===== src/rtl/rf_sequencer_if.sv =====
// Bundles the rf_sequencer request and status/control signals.
// The master side issues instructions. The slave side is the sequencer.
interface rf_sequencer_if;
  logic       START;
  logic [9:0] INSTR;
  logic       ENW;
  logic [2:0] WRA;
  logic       ENR0;
  logic       ENR1;
  logic [2:0] RDA0;
  logic [2:0] RDA1;
  logic [1:0] DSEL;
  logic [1:0] ALUOP;
  logic       ALEN;
  logic       BUSY;
  logic       DONE;
  logic       ERR;

  modport master (
    output START, INSTR,
    input  ENW, WRA, ENR0, ENR1, RDA0, RDA1, DSEL, ALUOP, ALEN, BUSY, DONE, ERR
  );

  modport slave (
    input  START, INSTR,
    output ENW, WRA, ENR0, ENR1, RDA0, RDA1, DSEL, ALUOP, ALEN, BUSY, DONE, ERR
  );
endinterface


===== src/rtl/rf_sequencer.sv =====
// Register-file instruction sequencer.
// It accepts one instruction from IDLE and walks it through DECODE, an optional
// READ, then WRITE and FIN. It drives the register-file and ALU controls as a
// Moore machine, so the outputs depend only on the state and the captured
// instruction.
// Illegal opcodes go straight from DECODE to FIN. They therefore finish one
// cycle earlier than LOAD/MOV and never touch the register file.
module rf_sequencer (
  input logic           CLKb,
  input logic           RSTb,
  rf_sequencer_if.slave bus
);

  localparam logic [2:0] OP_LOAD = 3'b000;
  localparam logic [2:0] OP_MOV  = 3'b001;
  localparam logic [2:0] OP_ADD  = 3'b010;
  localparam logic [2:0] OP_SUB  = 3'b011;
  localparam logic [2:0] OP_XOR  = 3'b100;

  localparam logic [1:0] DSEL_ALU = 2'b00;
  localparam logic [1:0] DSEL_EXT = 2'b01;
  localparam logic [1:0] DSEL_Q0  = 2'b10;

  localparam logic [1:0] ALU_ADD = 2'b00;
  localparam logic [1:0] ALU_SUB = 2'b01;
  localparam logic [1:0] ALU_XOR = 2'b10;

  typedef enum logic [2:0] {
    IDLE,
    DECODE,
    READ,
    WRITE,
    FIN
  } state_t;

  state_t     state;
  state_t     state_next;
  logic [8:0] ir;
  logic [2:0] opcode;
  logic [2:0] rx;
  logic [2:0] ry;
  logic       is_alu;
  logic       is_legal;
  logic       unused_instr_bit;

  // Bit 6 of the instruction is reserved, so it is never stored.
  assign unused_instr_bit = bus.INSTR[6];

  assign opcode   = ir[8:6];
  assign rx       = ir[5:3];
  assign ry       = ir[2:0];
  assign is_alu   = (opcode == OP_ADD) || (opcode == OP_SUB) || (opcode == OP_XOR);
  assign is_legal = is_alu || (opcode == OP_LOAD) || (opcode == OP_MOV);

  // State register and instruction capture. IR only loads when a START is taken in IDLE.
  always_ff @(posedge CLKb or negedge RSTb) begin
    if (!RSTb) begin
      state <= IDLE;
      ir    <= '0;
    end else begin
      state <= state_next;
      if (state == IDLE && bus.START) begin
        ir <= {bus.INSTR[9:7], bus.INSTR[5:0]};
      end
    end
  end

  // Next-state selection and Moore decode of every control output from state and IR.
  always_comb begin
    state_next = state;
    bus.ENW    = 1'b0;
    bus.WRA    = 3'd0;
    bus.ENR0   = 1'b0;
    bus.ENR1   = 1'b0;
    bus.RDA0   = 3'd0;
    bus.RDA1   = 3'd0;
    bus.DSEL   = DSEL_ALU;
    bus.ALUOP  = ALU_ADD;
    bus.ALEN   = 1'b0;
    bus.BUSY   = 1'b0;
    bus.DONE   = 1'b0;
    bus.ERR    = 1'b0;

    case (state)
      IDLE: begin
        if (bus.START) begin
          state_next = DECODE;
        end
      end

      DECODE: begin
        bus.BUSY = 1'b1;
        if (!is_legal) begin
          state_next = FIN;
        end else if (is_alu) begin
          state_next = READ;
        end else begin
          state_next = WRITE;
        end
      end

      READ: begin
        bus.BUSY   = 1'b1;
        bus.ENR0   = 1'b1;
        bus.ENR1   = 1'b1;
        bus.RDA0   = rx;
        bus.RDA1   = ry;
        bus.ALEN   = 1'b1;
        state_next = WRITE;
      end

      WRITE: begin
        bus.BUSY   = 1'b1;
        bus.ENW    = 1'b1;
        bus.WRA    = rx;
        state_next = FIN;
        case (opcode)
          OP_LOAD: bus.DSEL = DSEL_EXT;
          OP_MOV: begin
            bus.DSEL = DSEL_Q0;
            bus.ENR0 = 1'b1;
            bus.RDA0 = ry;
          end
          OP_ADD:  bus.ALUOP = ALU_ADD;
          OP_SUB:  bus.ALUOP = ALU_SUB;
          OP_XOR:  bus.ALUOP = ALU_XOR;
          default: bus.ENW   = 1'b0;
        endcase
      end

      FIN: begin
        bus.BUSY   = 1'b1;
        bus.DONE   = 1'b1;
        bus.ERR    = !is_legal;
        state_next = IDLE;
      end

      default: state_next = IDLE;
    endcase
  end

endmodule

===== src/flat_wrapper.sv =====
// flat-port wrapper written by rule: the top's interface ports become plain ports
module rf_sequencer_flat 
  (CLKb, RSTb, bus_START, bus_INSTR, bus_ENW, bus_WRA, bus_ENR0, bus_ENR1, bus_RDA0, bus_RDA1, bus_DSEL, bus_ALUOP, bus_ALEN, bus_BUSY, bus_DONE, bus_ERR);
  rf_sequencer_if bus_i ();
  input logic CLKb;
  input logic RSTb;
  input wire logic [$bits(bus_i.START)-1:0] bus_START;
  input wire logic [$bits(bus_i.INSTR)-1:0] bus_INSTR;
  output wire logic [$bits(bus_i.ENW)-1:0] bus_ENW;
  output wire logic [$bits(bus_i.WRA)-1:0] bus_WRA;
  output wire logic [$bits(bus_i.ENR0)-1:0] bus_ENR0;
  output wire logic [$bits(bus_i.ENR1)-1:0] bus_ENR1;
  output wire logic [$bits(bus_i.RDA0)-1:0] bus_RDA0;
  output wire logic [$bits(bus_i.RDA1)-1:0] bus_RDA1;
  output wire logic [$bits(bus_i.DSEL)-1:0] bus_DSEL;
  output wire logic [$bits(bus_i.ALUOP)-1:0] bus_ALUOP;
  output wire logic [$bits(bus_i.ALEN)-1:0] bus_ALEN;
  output wire logic [$bits(bus_i.BUSY)-1:0] bus_BUSY;
  output wire logic [$bits(bus_i.DONE)-1:0] bus_DONE;
  output wire logic [$bits(bus_i.ERR)-1:0] bus_ERR;
  assign bus_i.START = bus_START;
  assign bus_i.INSTR = bus_INSTR;
  assign bus_ENW = bus_i.ENW;
  assign bus_WRA = bus_i.WRA;
  assign bus_ENR0 = bus_i.ENR0;
  assign bus_ENR1 = bus_i.ENR1;
  assign bus_RDA0 = bus_i.RDA0;
  assign bus_RDA1 = bus_i.RDA1;
  assign bus_DSEL = bus_i.DSEL;
  assign bus_ALUOP = bus_i.ALUOP;
  assign bus_ALEN = bus_i.ALEN;
  assign bus_BUSY = bus_i.BUSY;
  assign bus_DONE = bus_i.DONE;
  assign bus_ERR = bus_i.ERR;
  rf_sequencer u_core (.CLKb(CLKb), .RSTb(RSTb), .bus(bus_i));
endmodule

===== config.mk =====
export PLATFORM = sky130hd
export DESIGN_NAME = rf_sequencer_flat
export DESIGN_NICKNAME = d
export VERILOG_FILES = /design/src/rtl/rf_sequencer_if.sv /design/src/rtl/rf_sequencer.sv /design/src/flat_wrapper.sv
export SDC_FILE = /design/constraint.sdc
export NUM_CORES = 1
export LEC_CHECK = 0
export ABC_AREA = 1
export ABC_CLOCK_PERIOD_IN_PS = 3000
export CAP_MARGIN = 10
export CORE_AREA = 2 2 46 48
export DETAILED_ROUTE_END_ITERATION = 6
export DIE_AREA = 0 0 48 50
export PLACE_DENSITY = 0.82
export SLEW_MARGIN = 20
export SYNTH_ARGS = -nofsm -noshare
export SYNTH_HDL_FRONTEND = slang
export SYNTH_SLANG_ARGS = --single-unit

===== constraint.sdc =====
create_clock -name CLKb -period 3 [get_ports CLKb]
set_input_delay 0.3 -clock CLKb [delete_from_list [all_inputs] [get_ports CLKb]]
set_output_delay 0.3 -clock CLKb [all_outputs]
set_load 0.02 [all_outputs]

==> results.toml <==
[clock_network]
cts_buffer_depth = 2
cts_setup_buffers = 0
htreeDepth = 1
path_clk_slew_ns = 0.07
clk_latency_ns = 0.26
post_cts_resized = 0
cts.sinks = 12
cts_buffers = 3
clockRootBuffer = "clkbuf_4"
cts_tree = "done"
hold_buffers = 0

[timing]
period_minus_slack_ns = 2.23
hold_viol_final = 0
worst_slew_pin_slew_ns = 0.502
setup_viol = 0
relSlewSlack_pct = 66.4
post-route-period-util_pct = 74.2
max_freq_mhz = 449
finalMaxSlewViolations = 0
tns_ns = 0
skew_ns = 0.00249
rsz0062_at_grt = "false"

[floorplanning]
dieArea_um2 = 2400
die_y_um = 50
initial_core_util_pct = 38.8
ios = 33
die_width_um = 48
row_count = 16
coreArea_um2 = 1900

[placed_design]
dpl.hpwl_mm = 1.35
dpl_cell_area_um2 = 1050
routabilityCongestion = 0.825
io_buffers = 31

[logic_synthesis]
yosysTopAreaCell = "dfrtp_1"
synth_top_area_share_pct = 40.7
synth_edf_count = 0
ys.flop_type = "dfrtp_1"
synth.area.top_cells = "dfrtp_1, nand2_1, nand4_1"
async_reset_ff_share_pct = 100
synth_area_um2 = 737
avgSynthCellArea_um2 = 7.30
seq_area_frac_synth_pct = 40.7
synth-seq-cells = 12
synth_common_cells = "nand2_1, nor2_1, dfrtp_1, inv_1, nand4_1"
synth_warnings = 0
synthDistinctLibCells = 19
postSynthCellCount = 101
synth_most_common_cell = "nand2_1"
synth_fp_nets = 114

[power]
vdd_drop_max_mv = 0.407
switching_share_pct = 47.0
internal_power_mw = 0.543
p_clk_share_pct = 11.9
p_seq_share_pct = 31.5
p_leak_nw = 0.495
p_switching_mw = 0.482
p_total_mw = 1.02
p_per_area_nw_per_um2 = 946
pwr-share-comb_pct = 56.6

[worst_setup_path]
reg2reg_depth = 4
cp-start-kind = "register"
cp-end-kind = "output pin"
crit_required_ns = 2.70
critPathKind = "reg -> out"
reg2reg_from = "u_core.state[0]"
r2r_slack_ns = 1.81
r2r-end = "u_core.ir[2]"
crit_fanout = 5
cp.arrival_ns = 1.93

[worst_hold_path]
hp-class = "in -> async"

[global_routing]
grt_overflow = 0
grtUsageTotal_pct = 15.0
grt_pass1_vias = 626
grt_pass1_wl_mm = 2.62
grt_max_degree = 14
antenna_found_initial = 0

[cells_and_area]
register_area_um2 = 300
final_util_pct = 57.0
drive_gt1_share_pct = 10.6
multi_input_area_um2 = 343
diodes = 0
nets = 146
syn_to_final_growth_pct = 47.0
fillers = 178
final_area_um2 = 1080

[routing]
wire_per_inst_um = 10.1
wl_mm = 1.60
drt-pass1-iter-count = 4
drtAntennaViolNets = 0
via_per_inst = 4.62
drt-initial-drc-count = 11
drc = 0
via_count = 734

[run_status]
status = "completed"

[job]
drv_cap = 0
==> worst max-delay path, cell delays in order, from the launching register on <==
cell             delay (ns)
dfrtp_1                0.44
nor2_1                 0.28
nand3_1                0.10
o21ai_0                0.19
clkdlybuf4s50_1        0.64
==> registers in the layout (all words and copies together), names as in the netlist <==
name	flops
u_core.ir	9
u_core.state	3
==> final cells by class <==
type,count,share of cell area [%]
Tap cell,27,3.12
Multi-Input combinational cell,70,31.6
Clock buffer,4,3.35
Timing Repair Buffer,32,29.3
Sequential cell,12,27.7
Inverter,14,4.85
==> cell families (layout without fill, tap and decap cells) <==
| family | after synthesis | in the layout | share of synthesized area [%] |
|---|---|---|---|
| buffers and inverters | 19 | 50 | 12.7 |
| flip-flops | 12 | 12 | 40.7 |
| AO/OA/AOI/OAI | 6 | 6 | 4.58 |
| AND/OR/NAND/NOR | 64 | 64 | 41.9 |
==> worst max path at each step <==
| stage | startpoint | to | slack [ns] | cells after the start |
|---|---|---|---|---|
| 2_1_floorplan | u_core.ir[8] | bus_RDA0[1] | 1.50 | 3 |
| 3_3_place_gp | u_core.ir[8] | bus_RDA0[1] | 1.12 | 4 |
| 3_5_place_dp | u_core.state[0] | bus_RDA0[1] | 1.05 | 3 |
| 4_1_cts | u_core.state[0] | bus_RDA0[1] | 0.75 | 3 |
| 5_1_grt | u_core.state[0] | bus_RDA0[1] | 0.63 | 3 |
| 6_report | u_core.ir[8] | bus_RDA0[1] | 0.77 | 4 |
==> routing by layer <==
layer  vias up  global-route usage [%]  wire [um]
met1       315                    20.3        725
li1        387                       -          -
met4         0                    6.76         19
met2        30                    23.6        776
met3         2                    1.10         79
met5         -                       0          0
==> metrics by stage <==
| step | hold WS (ns) | std cells | setup WS (ns) |
|---|---|---|---|
| floorplan | 0.00441 | 101 | 1.50 |
| global placement | 0.490 | 155 | 1.12 |
| detailed placement | 0.493 | 155 | 1.05 |
| CTS | 0.396 | 159 | 0.753 |
| global route | 0.417 | 159 | 0.629 |
| finish | 0.371 | 159 | 0.775 |
==> cell usage in the layout, fill, tap and decap left out, drive strengths merged <==
| cell type | instances |
|---|---|
| nand3b | 1 |
| nand2 | 29 |
| nor2 | 15 |
| nand4 | 9 |
| clkbuf | 4 |
| inv | 14 |
| a21oi | 1 |
| o21ai | 5 |
| dfrtp | 12 |
| buf | 1 |
| clkdlybuf4s50 | 31 |
| nand3 | 8 |
| nor3 | 2 |
==> power by group through the flow <==
stage	logic [mW]	registers [mW]	clock network [mW]
6_report	0.580	0.323	0.122
5_1_grt	0.650	0.337	0.132
4_1_cts	0.587	0.322	0.124
3_5_place_dp	0.585	0.325	0
3_3_place_gp	0.572	0.319	0
2_1_floorplan	0.414	0.304	0
(Power assumes the default switching activity.)
